<file path="config.mk">
export PLATFORM = sky130hd
export DESIGN_NAME = ps2_host_tx
export DESIGN_NICKNAME = d
export VERILOG_FILES = /design/src/rtl/ps2_host_tx.sv
export SDC_FILE = /design/constraint.sdc
export NUM_CORES = 1
export LEC_CHECK = 0
export CORE_ASPECT_RATIO = 1.5
export CORE_UTILIZATION = 51
export CTS_BUF_LIST = sky130_fd_sc_hd__clkbuf_8
export CTS_CLUSTER_SIZE = 20
export DETAILED_ROUTE_END_ITERATION = 12
export MAX_ROUTING_LAYER = met4
export PLACE_DENSITY_LB_ADDON = 0.2
export SETUP_SLACK_MARGIN = 0.05
export SYNTH_ARGS = -nofsm -noshare
export SYNTH_HDL_FRONTEND = slang
export SYNTH_SLANG_ARGS = --single-unit
</file>
<file path="constraint.sdc">
create_clock -name clk -period 2.5 [get_ports clk]
set_input_delay 0.75 -clock clk [delete_from_list [all_inputs] [get_ports clk]]
set_output_delay 0.75 -clock clk [all_outputs]
set_load 0.005 [all_outputs]
</file>
<file path="src/rtl/ps2_host_tx.sv">
//------------------------------------------------------------------------------
// Module      : ps2_host_tx
// Description : PS/2 host-to-device command transmitter (inhibit, request,
//               11-bit frame clocked by the device, ack check, timeout).
// Revision    : 1.0 - initial release
//------------------------------------------------------------------------------
`default_nettype none

module ps2_host_tx #(
    parameter int INHIBIT_CYCLES = 10000,
    parameter int TIMEOUT_CYCLES = 2000000
) (
    input  logic       clk,
    input  logic       rst,
    input  logic       tx_valid,
    input  logic [7:0] tx_data,
    output logic       tx_ready,
    output logic       busy,
    output logic       done,
    output logic       err,
    input  logic       ps2_clk_in,
    input  logic       ps2_data_in,
    output logic       ps2_clk_oe,
    output logic       ps2_data_oe
);

    localparam int c_inh_w = (INHIBIT_CYCLES > 1) ? $clog2(INHIBIT_CYCLES) : 1;
    localparam int c_to_w  = (TIMEOUT_CYCLES > 1) ? $clog2(TIMEOUT_CYCLES) : 1;

    localparam logic [c_inh_w-1:0] c_inh_last = c_inh_w'(INHIBIT_CYCLES - 1);
    localparam logic [c_to_w-1:0]  c_to_last  = c_to_w'(TIMEOUT_CYCLES - 1);

    localparam logic [2:0] c_idle      = 3'd0;
    localparam logic [2:0] c_inhibit   = 3'd1;
    localparam logic [2:0] c_req       = 3'd2;
    localparam logic [2:0] c_send      = 3'd3;
    localparam logic [2:0] c_ack       = 3'd4;
    localparam logic [2:0] c_wait_idle = 3'd5;

    logic [2:0]         r_state;
    logic [2:0]         w_state_next;
    logic [2:0]         r_clk_sync;
    logic [1:0]         r_data_sync;
    logic [7:0]         r_byte;
    logic               r_parity;
    logic [c_inh_w-1:0] r_inh_cnt;
    logic [c_to_w-1:0]  r_to_cnt;
    logic [3:0]         r_edge_cnt;
    logic               r_data_drive;
    logic               r_done;
    logic               r_err;

    logic w_clk_s;
    logic w_data_s;
    logic w_fall;
    logic w_active;
    logic w_timeout;
    logic w_inh_done;
    logic w_stop_edge;
    logic w_bus_idle;
    logic w_accept;
    logic w_done_set;
    logic w_err_set;

    // Stage [2] of the clock chain is only the previous synchronized value.
    always_ff @(posedge clk) begin
        if (!rst) begin
            r_clk_sync  <= 3'b111;
            r_data_sync <= 2'b11;
        end else begin
            r_clk_sync  <= {r_clk_sync[1:0], ps2_clk_in};
            r_data_sync <= {r_data_sync[0], ps2_data_in};
        end
    end

    assign w_clk_s     = r_clk_sync[1];
    assign w_data_s    = r_data_sync[1];
    assign w_fall      = r_clk_sync[2] & ~r_clk_sync[1];
    assign w_active    = (r_state == c_send) || (r_state == c_ack) || (r_state == c_wait_idle);
    assign w_timeout   = w_active && (r_to_cnt == c_to_last);
    assign w_inh_done  = (r_inh_cnt == c_inh_last);
    assign w_stop_edge = w_fall && (r_edge_cnt == 4'd9);
    assign w_bus_idle  = w_clk_s && w_data_s;
    assign w_accept    = (r_state == c_idle) && tx_valid;
    assign w_done_set  = (r_state == c_wait_idle) && !w_timeout && w_bus_idle;
    assign w_err_set   = w_timeout || ((r_state == c_ack) && w_fall && w_data_s);

    always_ff @(posedge clk) begin
        if (!rst) begin
            r_state <= c_idle;
        end else begin
            r_state <= w_state_next;
        end
    end

    // Timeout has priority over any bus progress in the device-clocked states.
    always_comb begin
        w_state_next = r_state;
        case (r_state)
            c_idle: begin
                if (tx_valid) begin
                    w_state_next = c_inhibit;
                end
            end
            c_inhibit: begin
                if (w_inh_done) begin
                    w_state_next = c_req;
                end
            end
            c_req: begin
                w_state_next = c_send;
            end
            c_send: begin
                if (w_timeout) begin
                    w_state_next = c_idle;
                end else if (w_stop_edge) begin
                    w_state_next = c_ack;
                end
            end
            c_ack: begin
                if (w_timeout) begin
                    w_state_next = c_idle;
                end else if (w_fall) begin
                    w_state_next = w_data_s ? c_idle : c_wait_idle;
                end
            end
            c_wait_idle: begin
                if (w_timeout || w_bus_idle) begin
                    w_state_next = c_idle;
                end
            end
            default: begin
                w_state_next = c_idle;
            end
        endcase
    end

    always_comb begin
        tx_ready    = (r_state == c_idle);
        busy        = (r_state != c_idle);
        ps2_clk_oe  = (r_state == c_inhibit) || (r_state == c_req);
        ps2_data_oe = (r_state == c_req) || ((r_state == c_send) && r_data_drive);
        done        = r_done;
        err         = r_err;
    end

    always_ff @(posedge clk) begin
        if (!rst) begin
            r_byte       <= 8'h00;
            r_parity     <= 1'b0;
            r_inh_cnt    <= '0;
            r_to_cnt     <= '0;
            r_edge_cnt   <= 4'd0;
            r_data_drive <= 1'b0;
            r_done       <= 1'b0;
            r_err        <= 1'b0;
        end else begin
            if (w_accept) begin
                r_byte   <= tx_data;
                r_parity <= ~^tx_data;
            end

            if (r_state == c_inhibit) begin
                r_inh_cnt <= r_inh_cnt + 1'b1;
            end else begin
                r_inh_cnt <= '0;
            end

            if (w_active) begin
                r_to_cnt <= r_to_cnt + 1'b1;
            end else begin
                r_to_cnt <= '0;
            end

            // Start bit stays driven from the request cycle until edge 1.
            if (r_state == c_req) begin
                r_edge_cnt   <= 4'd0;
                r_data_drive <= 1'b1;
            end else if ((r_state == c_send) && w_fall) begin
                r_edge_cnt <= r_edge_cnt + 4'd1;
                if (r_edge_cnt < 4'd8) begin
                    r_data_drive <= ~r_byte[r_edge_cnt[2:0]];
                end else if (r_edge_cnt == 4'd8) begin
                    r_data_drive <= ~r_parity;
                end else begin
                    r_data_drive <= 1'b0;
                end
            end else if (r_state != c_send) begin
                r_data_drive <= 1'b0;
            end

            r_done <= w_done_set;
            r_err  <= w_err_set;
        end
    end

endmodule

`default_nettype wire
</file>
==> results of run 1 <==
## logic make-up (layout without fill, tap and decap cells)
logic type / Yosys count / in the layout / synth area share [%]
AND/OR/NAND/NOR: 148 / 148 / 28.0
flip-flops: 59 / 59 / 43.6
XOR/XNOR: 39 / 39 / 12.6
AO/OA/AOI/OAI: 30 / 30 / 7.95
buffers and inverters: 18 / 51 / 3.05
adder cells (fa/ha/maj): 5 / 5 / 2.31
multiplexers: 4 / 4 / 2.45
## how the worst max path moves through the flow
stage,endpoint,slack [ns]
final,ps2_clk_oe,0.15
after global routing,ps2_clk_oe,0.07
after CTS,ps2_data_oe,0.1
after detailed placement,tx_ready,0.40
after global placement,tx_ready,0.43
after floorplan,r_state[0],0.66
## sequential cells by signal, summed over array words and instances, names as in the netlist
register,count
r_to_cnt,21
r_inh_cnt,14
r_byte,8
r_edge_cnt,4
r_clk_sync,3
r_state,3
r_data_sync,2
done,1
err,1
r_data_drive,1
r_parity,1
## critical path, delay by kind of cell (launching register included)
| family | cells | cell delay, ns |
|---|---|---|
| xor+xnor | 1 | 0.07 |
| buf+inv | 2 | 0.69 |
| simple gates | 1 | 0.12 |
| flops | 1 | 0.38 |
## where the power goes
group	internal, mW	switching [mW]	total (mW)	leakage [nW]
Clock	0.459	0.346	0.805	0.108
Sequential	0.977	0.0290	1.01	0.479
Combinational	0.151	0.140	0.291	0.513
Total	1.59	0.515	2.10	1.10
## through the flow
step	instance area [sq um]	hold slack, ns	instances	power, mW
after CTS	3180	0.411	404	2.12
final	3180	0.408	404	2.10
after floorplan	2710	0.386	303	1.20
after global routing	3180	0.441	404	2.20
after detailed placement	2980	0.397	388	1.31
after global placement	2980	0.391	388	1.31
## synthesized netlist by cell type (all sizes together) (2+ instances only)
cell / count
a21boi: 9
a21oi: 5
a31oi: 3
and3: 4
and4: 2
and4bb: 2
buf: 2
clkbuf: 6
dfxtp: 59
ha: 5
inv: 10
mux4: 2
nand2: 35
nand2b: 7
nand3: 13
nand3b: 3
nand4: 8
nor2: 46
nor2b: 4
nor3: 7
nor4: 2
nor4b: 4
o21ai: 6
or2: 2
or3: 3
or4b: 3
xnor2: 22
xor2: 17
## routing by layer
metal / part of all wire, % / GRT usage [%]
met1: 44 / 21.9
met2: 50 / 32.1
met3: 2.9 / 4.84
met4: 3.3 / 14.3
met5: 0 / -
## cell type report
type,count,area [sq um]
flip-flops and latches,59,1180
inverters,10,37.5
repair buffers,25,236
multi-input cells,226,1450
clock buffers,13,179
fillers,497,1940
well taps,68,85.1
clock inverters,3,12.5
==> results.env, run 1 <==
TIMING.CRITICAL_PATH.ARRIVAL_NS=1.60
ROUTE.DETAILED.VIAS_PER_INST=5.12
FINCLKSKEW_NS=0.00941
HOLD_PATH_STARTPOINT='r_data_sync[0]'
CLOCK_TREE.HTREE_LEVEL_COUNT=3
PERIOD_MINUS_SLACK_NS=2.35
RELSLEWSLACK_PCT=69.5
POST-PLACE-WS_NS=0.401
AREA_GROWTH_SYN_TO_LAYOUT_PCT=17.5
ACHIEVABLE-FREQUENCY_GHz=0.426
LEAKAGEPOWER_nW=1.10
RR_ENDPOINT='r_state[0]'
YS_TYPES=47
SETUP_VIOLATIONS_FINAL=0
TIMING.FINAL.WS_SETUP_NS=0.151
REG2REG_SETUP_SLACK_NS=0.50
CTS.CLK_SLEW.WORST_PATHS_NS=0.06
LAYOUT_COMMON_CELLS='sky130_fd_sc_hd__dfxtp_1 (58), sky130_fd_sc_hd__nor2_1 (46), sky130_fd_sc_hd__nand2_1 (35)'
REG_TO_REG_START='r_inh_cnt[0]'
RSZ0062_AT_GRT='no'
CTS_MAX_PATH_BUFFERS=2
YS_FF_LATCH=59
TIMING.HOLD.WORST_ENDPOINT='r_data_sync[1]'
FINALMAXSLEWVIOLATIONS=0
MOSTFREQUENTLAYOUTCELL='sky130_fd_sc_hd__dfxtp_1'
CHIPWIDTH_UM=61.5
GRT_UTIL_ALL_LAYERS_PCT=20.5
FIN_UTIL_PCT=62.1
IO_BUFFER_COUNT=18
CRITICAL-PATH-MAX-STAGE-DELAY_NS=0.54
TIGHTESTPINTRANSITION_NS=0.453
WORST_SETUP_PATH_STARTPOINT='r_state[0]'
ANTENNA_FOUND_INITIAL=0
REQUIRED_NS=1.75
NETLIST_AREA_SQ_MM=0.00271
TIMING.CRITICAL_PATH.FANOUT_MAX=9
HOLD_DEPTH=1
CTS-HOLD-FIX-BUFFERS=0
NUMCLOCKSINKS=59
POWER-PER-CELL-AREA_mW_PER_MM2=661
CRIT_TYPE='reg2out'
SYNTH_ENABLE_FLOP_CELLS=0
ASYNCSETRESETFLOPFRACSYNTH_PCT=0
DETAILROUTE.VIA_COUNT=2070
MAXIMUM_NUMBER_OF_PINS_ON_ONE_NET_BEFORE_GLOBAL_ROUTE_REPAIR=21
TIMING.FINAL.CRIT_SHARE_PCT=93.9
MAX_CAP_VIOL_COUNT=0
CRIT_PATH_START_KIND='register'
GRT_PASS1_VIAS=2045
CORE-AREA_SQ_MM=0.00512
SYN_INST=303
DRT_ITER0_MARKERS=40
YS_SEQ_AREA_SHARE_PCT=43.6
SYN_AVG_CELL_AREA_SQ_UM=8.93
WIRELENGTH_MM=4.80
TRITONCTS='done'
ENDPOINT_KIND='primary output'
NUMBER_OF_BUFFERS_CREATED_BY_CTS=9
DRC=0
SYNTH_NETS=321
WORST_PATH_MAX_DELAY_CELL='sky130_fd_sc_hd__clkdlybuf4s50_1'
DIE-AREA_SQ_MM=0.00561
DP_HPWL_MM=3.52
MOST_COMMON_FLOP_CELL_MAPPED_BY_YOSYS='sky130_fd_sc_hd__dfxtp_1'
SYNTH_AREA_LEADERS='sky130_fd_sc_hd__dfxtp_1 (44%), sky130_fd_sc_hd__xnor2_1 (7.1%), sky130_fd_sc_hd__nor2_1 (6.4%)'
FINALWEIGHTEDCONGESTION=0.777
PLACEMENTROWS=32
RUN_STATUS='finished, final reports clean'
IR_DROP_uV=503
GRT-OVFL-TOTAL=0
CTS_ROOT_BUF='sky130_fd_sc_hd__clkbuf_8'
INITIAL_CORE_UTIL_PCT=52.8
POST_ROUTE_CELLS_DRIVE_ABOVE_1_SHARE_PCT=9.82
FINAL_NET_COUNT=349
GRT_FIRST_PASS_WIRELENGTH_MM=8.36
IO-PIN-COUNT=19
SETUP_TOTAL_NEGATIVE_SLACK_NS=0
WORST_R2R_PATH_DEPTH=6
HOLD_VIOLATIONS=0
FIRST_PASS_ITERS=3
SYNTH.TOP_CELL.AREA_SHARE_PCT=43.6
SYNTH.LARGEST_AREA_CELL='sky130_fd_sc_hd__dfxtp_1'
WL_PER_CELL_UM=11.9
CTS_RESIZED=1
DIE_Y_UM=91.2
CTS_SETUP_BUFFERS=0
ANTENNA_CELLS=0
POSTROUTEANTENNANETS=0
MIN_PATH_TYPE='reg2reg'
CLK_LATENCY_NS=0.33
YOSYSWARNINGCOUNT=0
WORSTPATHCELLLIST='buf_6, xnor2_1, nor2_1, clkdlybuf4s50_1'
(Power assumes the default switching activity.)
==> inputs of run 2 (changes only) <==
--- a/config.mk
+++ b/config.mk
@@ -5,7 +5,7 @@
 export SDC_FILE = /design/constraint.sdc
 export NUM_CORES = 1
 export LEC_CHECK = 0
-export CORE_ASPECT_RATIO = 1.5
+export CORE_ASPECT_RATIO = 0.7
 export CORE_UTILIZATION = 51
 export CTS_BUF_LIST = sky130_fd_sc_hd__clkbuf_8
 export CTS_CLUSTER_SIZE = 20
==> results.env, run 2 (synthesis gave the netlist of run 1 again) <==
CTS-HOLD-FIX-BUFFERS=0  # unchanged
MIN_PATH_TYPE='reg2reg'  # unchanged
ENDPOINT_KIND='primary output'  # unchanged
MAX_CAP_VIOL_COUNT=0  # unchanged
ACHIEVABLE-FREQUENCY_GHz=0.423  # was 0.426 GHz
DIE-AREA_SQ_MM=0.00561  # about the same
MAXIMUM_NUMBER_OF_PINS_ON_ONE_NET_BEFORE_GLOBAL_ROUTE_REPAIR=21  # unchanged
GRT-OVFL-TOTAL=0  # unchanged
FINALMAXSLEWVIOLATIONS=0  # unchanged
PERIOD_MINUS_SLACK_NS=2.36  # was 2.35 ns
FINCLKSKEW_NS=0.00810  # was 0.00941 ns
GRT_FIRST_PASS_WIRELENGTH_MM=9.24  # was 8.36 mm
CTS_SETUP_BUFFERS=0  # unchanged
POWER-PER-CELL-AREA_mW_PER_MM2=651  # was 661 mW/mm^2
REG2REG_SETUP_SLACK_NS=0.50  # about the same
REQUIRED_NS=1.75  # about the same
CTS_ROOT_BUF='sky130_fd_sc_hd__clkbuf_8'  # unchanged
CRIT_TYPE='reg2out'  # unchanged
RSZ0062_AT_GRT='no'  # unchanged
CRIT_PATH_START_KIND='register'  # unchanged
NUMBER_OF_BUFFERS_CREATED_BY_CTS=9  # unchanged
DP_HPWL_MM=3.67  # was 3.52 mm
TIMING.FINAL.CRIT_SHARE_PCT=94.6  # was 93.9%
SETUP_TOTAL_NEGATIVE_SLACK_NS=0  # unchanged
TIMING.CRITICAL_PATH.ARRIVAL_NS=1.61  # was 1.60 ns
TIMING.CRITICAL_PATH.FANOUT_MAX=6  # was 9
TRITONCTS='done'  # unchanged
TIMING.FINAL.WS_SETUP_NS=0.136  # was 0.151 ns
LARGEST_REGISTER_FF_COUNT=21  # unchanged
CHIPWIDTH_UM=89.1  # was 61.5 um
SETUP_VIOLATIONS_FINAL=0  # unchanged
IO-PIN-COUNT=19  # unchanged
POST-PLACE-WS_NS=0.232  # was 0.401 ns
IR_DROP_uV=486  # was 503 uV
POST_ROUTE_CELLS_DRIVE_ABOVE_1_SHARE_PCT=9.55  # was 9.82%
CLK_LATENCY_NS=0.34  # was 0.33 ns
FINAL_NET_COUNT=348  # was 349
FINALWEIGHTEDCONGESTION=0.797  # was 0.777
RUN_STATUS='finished, final reports clean'  # unchanged
PLACEMENTROWS=21  # was 32
RELSLEWSLACK_PCT=60.7  # was 69.5%
DETAILROUTE.VIA_COUNT=2075  # was 2,070
WL_PER_CELL_UM=13.1  # was 11.9 um
LEAKAGEPOWER_nW=1.09  # was 1.10 nW
IO_BUFFER_COUNT=18  # unchanged
INITIAL_CORE_UTIL_PCT=54.8  # was 52.8%
FINAL_CELL_COUNT_NO_FILL=404  # unchanged
DIE_Y_UM=62.9  # was 91.2 um
DRT_ITER0_MARKERS=125  # was 40
CORE-AREA_SQ_MM=0.00494  # was 0.00512 sq mm
TIMING.HOLD.WS_NS=0.404  # was 0.408 ns
WIRELENGTH_MM=5.27  # was 4.80 mm
GRT_UTIL_ALL_LAYERS_PCT=22.8  # was 20.5%
DRC=0  # unchanged
CTS.CLK_SLEW.WORST_PATHS_NS=0.06  # about the same
LAYOUT_COMMON_CELLS='sky130_fd_sc_hd__dfxtp_1 (57), sky130_fd_sc_hd__nor2_1 (46), sky130_fd_sc_hd__nand2_1 (35)'  # was sky130_fd_sc_hd__dfxtp_1 (58), sky130_fd_sc_hd__nor2_1 (46), sky130_fd_sc_hd__nand2_1 (35)
ANTENNA_FOUND_INITIAL=0  # unchanged
AREA_GROWTH_SYN_TO_LAYOUT_PCT=16.5  # was 17.5%
FINALPOWER_mW=2.05  # was 2.10 mW
MOSTFREQUENTLAYOUTCELL='sky130_fd_sc_hd__dfxtp_1'  # unchanged
TIGHTESTPINTRANSITION_NS=0.588  # was 0.453 ns
NUMCLOCKSINKS=59  # unchanged
POSTROUTEANTENNANETS=0  # unchanged
CLOCK_TREE.HTREE_LEVEL_COUNT=3  # unchanged
CTS_MAX_PATH_BUFFERS=2  # unchanged
ANTENNA_CELLS=0  # unchanged
HOLD_VIOLATIONS=0  # unchanged
GRT_PASS1_VIAS=1970  # was 2,045
ROUTE.DETAILED.VIAS_PER_INST=5.14  # was 5.12
LARGESTREGISTERS='r_to_cnt: 21 flops, r_inh_cnt: 14 flops, r_byte: 8 flops'  # unchanged
PLACEDCELLCOUNT=388  # unchanged
FIRST_PASS_ITERS=4  # was 3
REGISTERS.TOP_BY_FF_COUNT='r_to_cnt'  # unchanged
==> run 2: cell count changes in the layout (fill, tap and decap cells not counted), sizes merged <==
cell and change:
clkbuf -2, clkinv +1, buf -1, inv +1
==> run 2: repair_timing <==
item | 4_1_cts | 5_1_grt
endpoints found under the hold margin | 0 | 0
setup endpoints to repair | 1 | 1
gates resized for setup | 1 | 2
==> run 2: path summary, 6_finish.rpt <==
path | cells past startpoint | start | endpoint
min | 1 | r_clk_sync[0] | r_clk_sync[1]
max reg2reg | 5 | r_inh_cnt[5] | r_state[0]
max | 2 | r_state[0] | tx_ready
min reg2reg | 1 | r_clk_sync[0] | r_clk_sync[1]
==> run 2: where the power goes <==
group,total [mW],internal [mW],switching (mW),leakage (nW)
combinational,0.283,0.140,0.143,0.508
sequential,1.01,0.977,0.0355,0.479
clock,0.755,0.399,0.356,0.103
total,2.05,1.52,0.535,1.09
==> run 2: worst max-delay path, stage by stage, from the launching register on <==
cell and delay [ns]:
sky130_fd_sc_hd__dfxtp_1 0.38, sky130_fd_sc_hd__nor3_2 0.32, sky130_fd_sc_hd__clkdlybuf4s50_1 0.57
==> run 2: layer usage <==
metal / vias to the layer above / share of wire [%] / global-route usage [%]
li1: 1090 / - / -
met1: 942 / 53 / 31.5
met2: 37 / 39 / 29.6
met3: 6 / 6.3 / 9.51
met4: 0 / 1.0 / 7.54
met5: - / 0 / -
==> run 2: through the flow <==
stage               area, sq um  utilization (%)
CTS                        3150             63.8
global placement           2970             60.2
floorplan                  2710                -
finish                     3150             63.8
detailed placement         2970             60.2
global route               3150             63.8
==> run 2: cell type report <==
cell class                      instances  area [sq um]
Fill cell                             454          1790
Clock inverter                          5          21.3
Multi-Input combinational cell        226          1450
Inverter                               10          37.5
Clock buffer                           11           151
Sequential cell                        59          1180
Tap cell                               69          86.3
Timing Repair Buffer                   24           225
